==> src/rtl/folded_majority_if.sv <==
// Handshake and result bundle between a voter-beat producer and folded_majority_unit.
interface folded_majority_if #(
  parameter int unsigned N = 59,
  parameter int unsigned W = 8
);
  localparam int unsigned CW = $clog2(N + 1);

  logic          in_valid;
  logic          in_ready;
  logic [W-1:0]  in_data;
  logic          thr_mode;
  logic [CW-1:0] thr_val;
  logic          flush;
  logic          out_valid;
  logic          out_ready;
  logic          out_y;
  logic [CW-1:0] out_count;
  logic          busy;

  modport master (
    output in_valid, in_data, thr_mode, thr_val, flush, out_ready,
    input  in_ready, out_valid, out_y, out_count, busy
  );

  modport slave (
    input  in_valid, in_data, thr_mode, thr_val, flush, out_ready,
    output in_ready, out_valid, out_y, out_count, busy
  );
endinterface

==> src/rtl/folded_majority_unit.sv <==
// Folded N-input threshold voter: accumulates W voter bits per beat, then holds
// the population count and threshold decision until the consumer takes it.
module folded_majority_unit #(
  parameter int unsigned N = 59,
  parameter int unsigned W = 8
) (
  input logic               clk,
  input logic               rst,
  folded_majority_if.slave  bus
);
  localparam int unsigned CW    = $clog2(N + 1);
  localparam int unsigned BEATS = (N + W - 1) / W;
  localparam int unsigned LASTW = N - (BEATS - 1) * W;
  localparam int unsigned BW    = (BEATS > 1) ? $clog2(BEATS) : 1;
  localparam logic [CW-1:0] MAJ = CW'(N / 2 + 1);

  typedef enum logic {
    ACCUM = 1'b0,
    HOLD  = 1'b1
  } state_e;

  state_e        state_q, state_d;
  logic [BW-1:0] beat_idx_q, beat_idx_d;
  logic [CW-1:0] acc_q, acc_d;
  logic [CW-1:0] thr_q, thr_d;
  logic [CW-1:0] out_count_q, out_count_d;
  logic          out_y_q, out_y_d;
  logic          busy_q, busy_d;

  logic          last_beat;
  logic [CW-1:0] beat_pop;
  logic [CW-1:0] sum;
  logic [CW-1:0] thr_eff;

  // Popcount of the current beat; padding bits of the final beat never count.
  always_comb begin
    last_beat = (beat_idx_q == BW'(BEATS - 1));
    beat_pop  = '0;
    for (int unsigned i = 0; i < W; i++) begin
      if (!last_beat || (i < LASTW)) begin
        beat_pop = beat_pop + CW'(bus.in_data[i]);
      end
    end
  end

  always_comb begin
    state_d     = state_q;
    beat_idx_d  = beat_idx_q;
    acc_d       = acc_q;
    thr_d       = thr_q;
    out_count_d = out_count_q;
    out_y_d     = out_y_q;

    sum     = acc_q + beat_pop;
    // Beat 0 uses the live threshold so single-beat vectors decide correctly.
    thr_eff = (beat_idx_q == '0) ? (bus.thr_mode ? bus.thr_val : MAJ) : thr_q;

    case (state_q)
      ACCUM: begin
        if (bus.flush) begin
          acc_d      = '0;
          beat_idx_d = '0;
        end else if (bus.in_valid) begin
          if (beat_idx_q == '0) begin
            thr_d = thr_eff;
          end
          if (last_beat) begin
            state_d     = HOLD;
            out_count_d = sum;
            out_y_d     = (sum >= thr_eff);
            acc_d       = '0;
            beat_idx_d  = '0;
          end else begin
            acc_d      = sum;
            beat_idx_d = beat_idx_q + BW'(1);
          end
        end
      end
      HOLD: begin
        if (bus.out_ready) begin
          state_d     = ACCUM;
          out_count_d = '0;
          out_y_d     = 1'b0;
        end
      end
      default: state_d = ACCUM;
    endcase

    busy_d = (beat_idx_d != '0) || (state_d == HOLD);
  end

  always_ff @(posedge clk or posedge rst) begin
    if (rst) begin
      state_q     <= ACCUM;
      beat_idx_q  <= '0;
      acc_q       <= '0;
      thr_q       <= '0;
      out_count_q <= '0;
      out_y_q     <= 1'b0;
      busy_q      <= 1'b0;
    end else begin
      state_q     <= state_d;
      beat_idx_q  <= beat_idx_d;
      acc_q       <= acc_d;
      thr_q       <= thr_d;
      out_count_q <= out_count_d;
      out_y_q     <= out_y_d;
      busy_q      <= busy_d;
    end
  end

  assign bus.in_ready  = (state_q == ACCUM);
  assign bus.out_valid = (state_q == HOLD);
  assign bus.out_count = out_count_q;
  assign bus.out_y     = out_y_q;
  assign bus.busy      = busy_q;
endmodule

==> src/flat_wrapper.sv <==
// flat-port wrapper written by rule: the top's interface ports become plain ports
module folded_majority_unit_flat 
#(
  parameter int unsigned N = 59,
  parameter int unsigned W = 8
)
  (clk, rst, bus_in_valid, bus_in_data, bus_thr_mode, bus_thr_val, bus_flush, bus_out_ready, bus_in_ready, bus_out_valid, bus_out_y, bus_out_count, bus_busy);
  folded_majority_if #(.N(N), .W(W)) bus_i ();
  input logic clk;
  input logic rst;
  input wire logic [$bits(bus_i.in_valid)-1:0] bus_in_valid;
  input wire logic [$bits(bus_i.in_data)-1:0] bus_in_data;
  input wire logic [$bits(bus_i.thr_mode)-1:0] bus_thr_mode;
  input wire logic [$bits(bus_i.thr_val)-1:0] bus_thr_val;
  input wire logic [$bits(bus_i.flush)-1:0] bus_flush;
  input wire logic [$bits(bus_i.out_ready)-1:0] bus_out_ready;
  output wire logic [$bits(bus_i.in_ready)-1:0] bus_in_ready;
  output wire logic [$bits(bus_i.out_valid)-1:0] bus_out_valid;
  output wire logic [$bits(bus_i.out_y)-1:0] bus_out_y;
  output wire logic [$bits(bus_i.out_count)-1:0] bus_out_count;
  output wire logic [$bits(bus_i.busy)-1:0] bus_busy;
  assign bus_i.in_valid = bus_in_valid;
  assign bus_i.in_data = bus_in_data;
  assign bus_i.thr_mode = bus_thr_mode;
  assign bus_i.thr_val = bus_thr_val;
  assign bus_i.flush = bus_flush;
  assign bus_i.out_ready = bus_out_ready;
  assign bus_in_ready = bus_i.in_ready;
  assign bus_out_valid = bus_i.out_valid;
  assign bus_out_y = bus_i.out_y;
  assign bus_out_count = bus_i.out_count;
  assign bus_busy = bus_i.busy;
  folded_majority_unit #(.N(N), .W(W)) u_core (.clk(clk), .rst(rst), .bus(bus_i));
endmodule
==> config.mk <==
export PLATFORM = sky130hd
export DESIGN_NAME = folded_majority_unit_flat
export DESIGN_NICKNAME = d
export VERILOG_FILES = /design/src/rtl/folded_majority_if.sv /design/src/rtl/folded_majority_unit.sv /design/src/flat_wrapper.sv
export SDC_FILE = /design/constraint.sdc
export NUM_CORES = 1
export LEC_CHECK = 0
export ABC_AREA = 1
export CAP_MARGIN = 40
export CORE_MARGIN = 2
export CORE_UTILIZATION = 49
export CTS_BUF_LIST = sky130_fd_sc_hd__clkbuf_8 sky130_fd_sc_hd__clkbuf_16
export DETAILED_ROUTE_END_ITERATION = 10
export MAX_ROUTING_LAYER = met4
export PLACE_DENSITY = 0.81
export REMOVE_ABC_BUFFERS = 1
export SYNTH_ARGS = -nofsm -noshare
export SYNTH_HDL_FRONTEND = slang
export SYNTH_SLANG_ARGS = --single-unit
==> constraint.sdc <==
create_clock -name clk -period 4.8 [get_ports clk]
set_input_delay 1.44 -clock clk [delete_from_list [all_inputs] [get_ports clk]]
set_output_delay 1.44 -clock clk [all_outputs]
set_load 0.02 [all_outputs]
==> run metrics, run 1 <==
status complete, but fails checks; failing checks setup timing; height of the die 67.5 um; initial antenna violation count 0; Via-to-Cell Ratio 5.69; final count of negative-setup-slack endpoints 13; DIE AREA 0.00456 mm^2; Area growth syn-to-layout 56.9%; post-route worst setup slack -1.69 ns; Post-synth EDFFs 0; Worst-Skew Late Latency 0.28 ns; Power Dens Cells 595 mW/mm^2; Worst-Margin Slew 0.752 ns; Hold Violations, Final 0; Setup crit end kind register; most common cell after layout, fill and taps aside nand2_1; via count 2,174; clock sinks 24; post-DP HPWL 3.79 mm; Setup crit start kind input port; Slowest Stage Delay on Critical Path 0.57 ns; grt total ovfl 0; Synth Area in Simple Gates 26.9%; Iter 0 DRT Violations 176; Compound-Gate Fraction of Synth Area 12.5%; skew final 0.00383 ns; Slew Limit Headroom 49.5%; Clock Path Buffers 2; clock buffer count from CTS 3; area of the mapped netlist 0.00198 mm^2; post-synthesis xor/xnor area fraction 2.66%; mux contribution to synthesized area 0%; Worst Path Arrival 6.67 ns; TritonRoute pass-1 iters 4; Fmax 154 MHz; Synth Register Bits 24; Finished Core Util 78.6%; FFs w/ async S/R, synth 100%; Slew Viols, Final 0; first-pass GRT wire length 8.98 mm; Data required, critical path 4.98 ns; Seq/Total Area, Yosys 30.4%; CTS tree built; All-Layer GR Usage 27.0%; cell mode on critical path nor2_1; number of inserted diodes 0; post-synth cell types 34; Clock transition at path regs 0.09 ns; Peak VDD IR 396 uV; PortBufs 29; fin crit period 6.49 ns; wire per inst 18.4 um; largest family of logic cells by synthesized area simple AND/OR/NAND/NOR gates; Avg Cell Area, Syn 7.72 um^2; die width 67.5 um; Post-Syn Instances 256; Row Count 23; crit-path max FO 2; worst min path class reg -> reg; leakage 1.51 nW; fraction of layout cells with a size suffix above 1 35.5%; gpl congestion 0.851; largest net degree at the start of global routing 22; Main synth FF type dfrtp_1; vias in the first global route 1,993; Ys Warns 0; # H-tree levels 1; root buffer cell clkbuf_8; NumNets Final 382; Post-DRT Antenna Nets 0; maxcap violations 0; WS Path Type in -> reg; Initial Util 50.1%; setup slack at placement -2.24 ns; Synth Area in Adders 19.1%; DRC 0; RSZ-0062 raised after global routing yes; fin crit share 135%; slowest CP cell fa_1; IO Pins 30; # hold bufs at CTS 0; final WL 7.04 mm; commonest non-fill, non-tap cells in the layout 42 x nand2_1, 30 x inv_1, 27 x nor2_1, 27 x buf_4, 26 x clkdlybuf4s50_1; Core ar. 0.00394 mm^2
## synthesized netlist by cell type, types with 2 or more instances
cell	count	area, um^2
nand3b_1	2	15.0
dfrtp_1	24	601
nor2_1	30	113
nand2_2	8	50.1
nand4_2	3	37.5
nand2_1	47	176
o21a_1	4	30.0
inv_1	34	128
nand3_2	4	40.0
xor2_1	4	35.0
inv_2	2	7.51
o21ai_0	21	105
a21oi_1	13	65.1
o21ai_1	2	10.0
ha_1	27	338
nand3_1	11	55.1
fa_1	2	40.0
xnor2_1	2	17.5
## kinds of logic after synthesis
family | after synthesis
buffers and inverters | 41
adders and majority gates | 29
AOI/OAI and AO/OA | 45
xor gates and xnor gates | 6
DFF | 24
and+or+nand+nor | 111
## per-layer routing
metal  part of all wire, %  GRT usage (%)  vias to the layer above
met2                    52           45.8                      103
li1                      -              -                      986
met4                   3.9           10.5                        0
met1                    38           31.9                     1057
met5                     0              -                        -
met3                   6.2           4.33                       28
## metrics by stage
step	hold slack, ns	cell area [um^2]	TNS, ns	power (mW)	instances
final	0.497	3100	-10.99	1.84	382
after global routing	0.518	3100	-12.71	1.93	382
after CTS	0.489	2830	-7.93	1.25	376
after detailed placement	0.474	2550	-17.02	0.954	361
after global placement	0.473	2520	-13.82	0.921	360
after floorplan	0.459	1960	-6.07	0.698	253
## area by class of cell
| cell class | instances | area, um^2 |
|---|---|---|
| clock buffers | 3 | 41.3 |
| clock inverters | 1 | 30.0 |
| fillers | 207 | 842 |
| inverters | 38 | 150 |
| multi-input cells | 191 | 1500 |
| flip-flops and latches | 24 | 601 |
| well taps | 50 | 62.6 |
| repair buffers | 75 | 721 |
## registers in the layout (all words and copies together), names as in the netlist
name	cells
u_core.bus.busy	1
u_core.bus.out_y	1
u_core.bus.out_count	6
u_core.bus.out_valid	1
u_core.beat_idx_q	3
u_core.thr_q	6
u_core.acc_q	6
## worst max-delay path, delay by kind of cell
kind,cells,cell delay (ns)
and+or+nand+nor,11,1.00
buffers and inverters,3,0.20
adders and majority gates,9,3.03
AOI/OAI and AO/OA,6,1.00
## where the power goes
part           switching [mW]  internal (mW)
logic                   0.648          0.723
registers              0.0356          0.254
clock network          0.0721          0.112
## final timing paths
kind	cells past startpoint	slack [ns]	to	start
worst max-delay path	29	-1.69	u_core.bus.out_y	bus_in_data[1]
min in group asynchronous	2	1.36	u_core.thr_q[2]	rst
worst min-delay path	2	0.50	u_core.bus.out_count[5]	u_core.bus.out_count[5]
worst min register to register	2	0.50	u_core.bus.out_count[5]	u_core.bus.out_count[5]
worst max register to register	29	-0.60	u_core.bus.out_y	u_core.beat_idx_q[0]
max in group asynchronous	3	3.06	u_core.acc_q[1]	rst
## timing repair
| action | in CTS | in global routing |
|---|---|---|
| pin swaps | 31 | 27 |
| endpoints found under the hold margin | 0 | 0 |
| endpoints found under the setup margin | 13 | 13 |
| cloned | 0 | 0 |
| buffers inserted | 15 | 13 |
| gates resized for setup | 52 | 55 |
No activity file was read; power rests on OpenSTA's default activity.
==> run 2: changes to the inputs <==
--- a/config.mk
+++ b/config.mk
@@ -5,14 +5,13 @@
 export SDC_FILE = /design/constraint.sdc
 export NUM_CORES = 1
 export LEC_CHECK = 0
-export ABC_AREA = 1
 export CAP_MARGIN = 40
 export CORE_MARGIN = 2
-export CORE_UTILIZATION = 49
+export CORE_UTILIZATION = 50
 export CTS_BUF_LIST = sky130_fd_sc_hd__clkbuf_8 sky130_fd_sc_hd__clkbuf_16
 export DETAILED_ROUTE_END_ITERATION = 10
 export MAX_ROUTING_LAYER = met4
-export PLACE_DENSITY = 0.81
+export PLACE_DENSITY = 0.79
 export REMOVE_ABC_BUFFERS = 1
 export SYNTH_ARGS = -nofsm -noshare
 export SYNTH_HDL_FRONTEND = slang
==> constraint.sdc (replaced) <==
create_clock -name clk -period 7.5 [get_ports clk]
set_input_delay 2.25 -clock clk [delete_from_list [all_inputs] [get_ports clk]]
set_output_delay 2.25 -clock clk [all_outputs]
set_load 0.02 [all_outputs]
==> run 2 against run 1 <==
Effect of this change: combinational power down 71%; the run now ends clean; synthesized cell count down 6.6%; utilization down 12 points; sequential cell count unchanged; final area down 14%; worst setup slack better by 2.1 ns; global-route usage down 6.2 points; largest power group unchanged; clock power down 52%.
==> run metrics, run 2 <==
status complete, no violations; Post-Syn Instances 239; clock buffer count from CTS 3; Iter 0 DRT Violations 92; commonest non-fill, non-tap cells in the layout 27 x nand2_1, 26 x clkdlybuf4s50_1, 24 x o21ai_0, 24 x ha_1, 24 x dfrtp_1; post-DP HPWL 3.47 mm; Combinational Power Share 61.3%; fin crit period 7.11 ns; cell mode on critical path inv_1; crit-path max FO 2; Area growth syn-to-layout 27.4%; Setup crit start kind input port; NumNets Final 334; largest area contributor in the netlist dfrtp_1; Row Count 23; Hold Path Sink u_core.thr_q[3]; CTS tree built; top cells by area, synth dfrtp_1 29%, ha_1 16%, o21ai_0 6.7%, nand2_1 4.9%, inv_1 4.1%; part of the power in registers 24.9%; Main synth FF type dfrtp_1; initial antenna violation count 0; DIE AREA 0.00470 mm^2; most common cell after layout, fill and taps aside nand2_1; Worst-Skew Late Latency 0.27 ns; vias in the first global route 1,703; Slew Viols, Final 0; Peak VDD IR 170 uV; via count 1,823; Fmax 141 MHz; Post-synth EDFFs 0; DRC 0; final WL 4.41 mm; Reg-to-Reg Start u_core.beat_idx_q[0]; WS Path Type in -> reg; fraction of layout cells with a size suffix above 1 13.4%; TritonRoute pass-1 iters 4; final count of negative-setup-slack endpoints 0; RSZ-0062 raised after global routing no; worst reg-to-reg path cell count 26; Slew Limit Headroom 40.2%; leakage 1.32 nW; Hold Path Depth 2; Core ar. 0.00400 mm^2; Setup crit end kind register; Worst Path Arrival 7.25 ns; first-pass GRT wire length 7.26 mm; clock share of power 13.8%; Via-to-Cell Ratio 5.46; Synth Register Bits 24; largest net degree at the start of global routing 25; Worst Hold Launch u_core.thr_q[3]; r2r setup slk 1.92 ns; Initial Util 52.0%; All-Layer GR Usage 20.8%; root buffer cell clkbuf_8; Ys Warns 0; IO Pins 30; Clock Path Buffers 2; PortBufs 29; area of the mapped netlist 0.00208 mm^2; clock sinks 24; Power Dens Cells 241 mW/mm^2; # H-tree levels 1; Synth top area share 28.8%; Slowest Stage Delay on Critical Path 0.56 ns; Data required, critical path 7.64 ns; Reg2Reg Capture Point u_core.bus.out_y; wire per inst 13.2 um; Hold Violations, Final 0; Clock transition at path regs 0.08 ns; number of inserted diodes 0; FFs w/ async S/R, synth 100%; fin crit share 94.8%; gpl congestion 0.812; Psw 0.242 mW; P_int 0.397 mW; synth cell count leaders 28 x o21ai_0, 27 x ha_1, 27 x nand2_1; height of the die 68.5 um; switching power share of the total 37.9%; Final Instance Area 0.00265 mm^2; slowest CP cell fa_1; skew final 0.00533 ns; worst min path class reg -> reg; Avg Cell Area, Syn 8.71 um^2; # hold bufs at CTS 0; grt total ovfl 0; Post-DRT Antenna Nets 0; post-route worst setup slack 0.392 ns; setup slack at placement -0.483 ns; die width 68.5 um; DP Area 0.00254 mm^2; final hold slack 0.486 ns; Seq/Total Area, Yosys 28.8%; post-synth cell types 46; maxcap violations 0; most frequent cell after synthesis o21ai_0; Worst-Margin Slew 0.897 ns
## run 2: changes by cell type in the layout (fill, tap and decap cells not counted), sizes merged, moves of 4 or more
cell    delta
buf       -31
a21o       +5
nor2b      +5
nand2b     +5
o21a       -4
nor2      -19
xnor2      +6
o21ai      +5
inv       -14
nand2     -27
## run 2: area by class of cell
| class | instances | area, um^2 |
|---|---|---|
| clock buffers | 4 | 55.1 |
| fillers | 320 | 1350 |
| inverters | 23 | 86.3 |
| multi-input cells | 186 | 1400 |
| flip-flops and latches | 24 | 601 |
| well taps | 50 | 62.6 |
| repair buffers | 47 | 453 |
## run 2: power groups by stage
stage	clock network (mW)	logic (mW)	registers [mW]
after floorplan	0	0.250	0.160
after global placement	0	0.356	0.161
after detailed placement	0	0.371	0.162
after CTS	0.0882	0.379	0.159
after global routing	0.0931	0.444	0.161
final	0.0885	0.392	0.159
## run 2: worst max-delay path: cells and delay by family
family / cells / cell delay (ns)
AOI/OAI and AO/OA: 11 / 1.38
adders and majority gates: 9 / 3.12
buffers and inverters: 8 / 0.50
## run 2: worst max-delay path by stage
stage / startpoint / cells after the start / to / slack, ns
2_1_floorplan: bus_in_data[0] / 27 / u_core.bus.out_y / 0.43
3_3_place_gp: bus_in_data[0] / 28 / u_core.bus.out_y / -0.27
3_5_place_dp: bus_in_data[0] / 28 / u_core.bus.out_y / -0.48
4_1_cts: bus_in_data[0] / 28 / u_core.bus.out_y / 0.004
5_1_grt: bus_in_data[2] / 28 / u_core.bus.out_y / 0.06
6_report: bus_in_data[2] / 28 / u_core.bus.out_y / 0.39
## run 2: cells by family after synthesis
| family | share of synthesized area [%] |
|---|---|
| AND/OR/NAND/NOR | 19.9 |
| AO/OA/AOI/OAI | 17.1 |
| adder cells (fa/ha/maj) | 18.6 |
| buffers and inverters | 5.77 |
| flip-flops | 28.8 |
| XOR/XNOR | 7.81 |
| multiplexers | 1.98 |
## run 2: repair_timing
| action | CTS | global route |
|---|---|---|
| setup endpoints to repair | 1 | 2 |
| gates resized for setup | 5 | 10 |
| pin swaps | 0 | 7 |
| endpoints found under the hold margin | 0 | 0 |
| gates cloned | 0 | 0 |
| setup buffers | 0 | 2 |
## run 2: routing by layer
metal | routed length, um | part of all wire, % | global-route usage (%) | up-vias
met3 | 125 | 2.8 | 1.14 | 8
li1 | - | - | - | 923
met5 | 0 | 0 | - | -
met1 | 2040 | 46 | 26.4 | 846
met2 | 2180 | 50 | 35.6 | 46
met4 | 53 | 1.2 | 6.75 | 0
## run 2: through the flow
stage	power (mW)	TNS [ns]	utilization [%]	cells
6_report	0.639	0	66.3	334
5_1_grt	0.698	0	66.3	334
4_1_cts	0.626	0	65.1	332
3_5_place_dp	0.533	-0.483	63.5	328
3_3_place_gp	0.517	-0.272	62.8	327
2_1_floorplan	0.410	0	-	233
==> run 3: changes to the inputs <==
--- a/config.mk
+++ b/config.mk
@@ -10,7 +10,7 @@
 export CORE_UTILIZATION = 50
 export CTS_BUF_LIST = sky130_fd_sc_hd__clkbuf_8 sky130_fd_sc_hd__clkbuf_16
 export DETAILED_ROUTE_END_ITERATION = 10
-export MAX_ROUTING_LAYER = met4
+export HOLD_SLACK_MARGIN = 0.08
 export PLACE_DENSITY = 0.79
 export REMOVE_ABC_BUFFERS = 1
 export SYNTH_ARGS = -nofsm -noshare
==> run 3 against run 2 <==
Effect of this change: clock skew is 0.0022 ns lower; via count is 1.3% lower; sequential share of layout area stayed put; global-route usage is 0.57 points lower; largest cell class unchanged; highest routed layer unchanged.
==> run metrics, run 3 (synthesis gave the netlist of run 2 again) <==
status complete, no violations; Core ar. 0.00400 mm^2; Worst Path Arrival 7.25 ns; commonest non-fill, non-tap cells in the layout 27 x nand2_1, 26 x clkdlybuf4s50_1, 24 x o21ai_0, 24 x ha_1, 24 x dfrtp_1; Peak VDD IR 168 uV; placed cells 328; DIE AREA 0.00470 mm^2; Row Count 23; IO Pins 30; final hold slack 0.487 ns; fin crit period 7.11 ns; Reg-to-Reg Start u_core.beat_idx_q[0]; Setup crit end kind register; # H-tree levels 1; highest metal used met4; fin crit share 94.9%; Via-to-Cell Ratio 5.39; fraction of layout cells with a size suffix above 1 13.4%; Slowest Stage Delay on Critical Path 0.56 ns; WP buf/inv 8; Power Total 0.639 mW; skew final 0.00316 ns; Hold Violations, Final 0; Data required, critical path 7.64 ns; Clock transition at path regs 0.08 ns; met3 routed WL 101 um; NumNets Final 334; met2 WL 2.20 mm; clock sinks 24; gpl congestion 0.800; Post-Layout Cell Count 334; slowest CP cell fa_1; height of the die 68.5 um; Worst-Skew Late Latency 0.27 ns; PortBufs 29; Stages on worst setup path 28; DP Area 0.00254 mm^2; via count 1,799; TritonRoute pass-1 iters 4; number of inserted diodes 0; Finished Core Util 66.3%; worst reg-to-reg path cell count 26; met1 WL 2.04 mm; first-pass GRT wire length 7.26 mm; worst min path class reg -> reg; DRC 0; clock buffer count from CTS 3; die width 68.5 um; Setup crit start kind input port; Hold Path Depth 2; Clock Path Buffers 2; wire per inst 13.1 um; Power Dens Cells 241 mW/mm^2; root buffer cell clkbuf_8; grt total ovfl 0; final count of negative-setup-slack endpoints 0; initial antenna violation count 0; largest net degree at the start of global routing 25; vias in the first global route 1,703; leakage 1.32 nW; Area growth syn-to-layout 27.4%; Fmax 141 MHz; delay-heaviest family, CP adder cells; cell mode on critical path inv_1; Slew Viols, Final 0; All-Layer GR Usage 20.2%; Worst Hold Launch u_core.thr_q[0]; most common cell after layout, fill and taps aside nand2_1; crit-path max FO 2; CTS tree built; maxcap violations 0; Slew Limit Headroom 38.5%; Initial Util 52.0%; Post-DRT Antenna Nets 0; final WL 4.39 mm; RSZ-0062 raised after global routing no; Worst-Margin Slew 0.923 ns; Final Instance Area 0.00265 mm^2; CP Launch Point bus_in_data[2]; Iter 0 DRT Violations 61; post-DP HPWL 3.47 mm; WS Path Type in -> reg
==> run 3: worst paths after layout <==
kind / end / slack (ns)
max: u_core.bus.out_y / 0.39
min: u_core.thr_q[0] / 0.49
max reg2reg: u_core.bus.out_y / 1.89
min reg2reg: u_core.thr_q[0] / 0.49
max in group asynchronous: u_core.thr_q[3] / 4.87
min in group asynchronous: u_core.bus.busy / 2.23
==> run 3: per-stage QoR <==
| step | TNS [ns] | worst slack [ns] |
|---|---|---|
| floorplan | 0 | 0.432 |
| global placement | -0.272 | -0.272 |
| detailed placement | -0.483 | -0.483 |
| CTS | 0 | 0.00387 |
| global route | 0 | 0.0613 |
| finish | 0 | 0.386 |
==> run 3: final cells by class <==
type / instances / area, um^2
Multi-Input combinational cell: 186 / 1400
Fill cell: 320 / 1350
Sequential cell: 24 / 601
Timing Repair Buffer: 47 / 453
Inverter: 23 / 86.3
Tap cell: 50 / 62.6
Clock buffer: 4 / 55.1
==> run 3: what timing repair did <==
action	in CTS	in global routing
pin swaps	0	7
buffers inserted	0	2
hold buffers	0	0
endpoints found under the setup margin	1	2
resized for setup	5	10
==> run 3: tightest hold or removal path, stage by stage, from the launching register on <==
cell and delay, ns:
dfrtp_1 0.35, nand2_1 0.05, o21ai_0 0.06
==> run 3: per-layer routing <==
| metal | vias up | global-route usage [%] |
|---|---|---|
| met5 | - | 0 |
| met1 | 839 | 26.3 |
| met2 | 35 | 35.6 |
| li1 | 918 | - |
| met4 | 0 | 6.75 |
| met3 | 7 | 1.30 |
==> run 3: where the power goes <==
group	internal, mW	total (mW)	leakage [nW]	switching (mW)
clock	0.0469	0.0876	0.0288	0.0407
combinational	0.203	0.392	0.974	0.189
sequential	0.148	0.159	0.320	0.0114
total	0.397	0.639	1.32	0.241
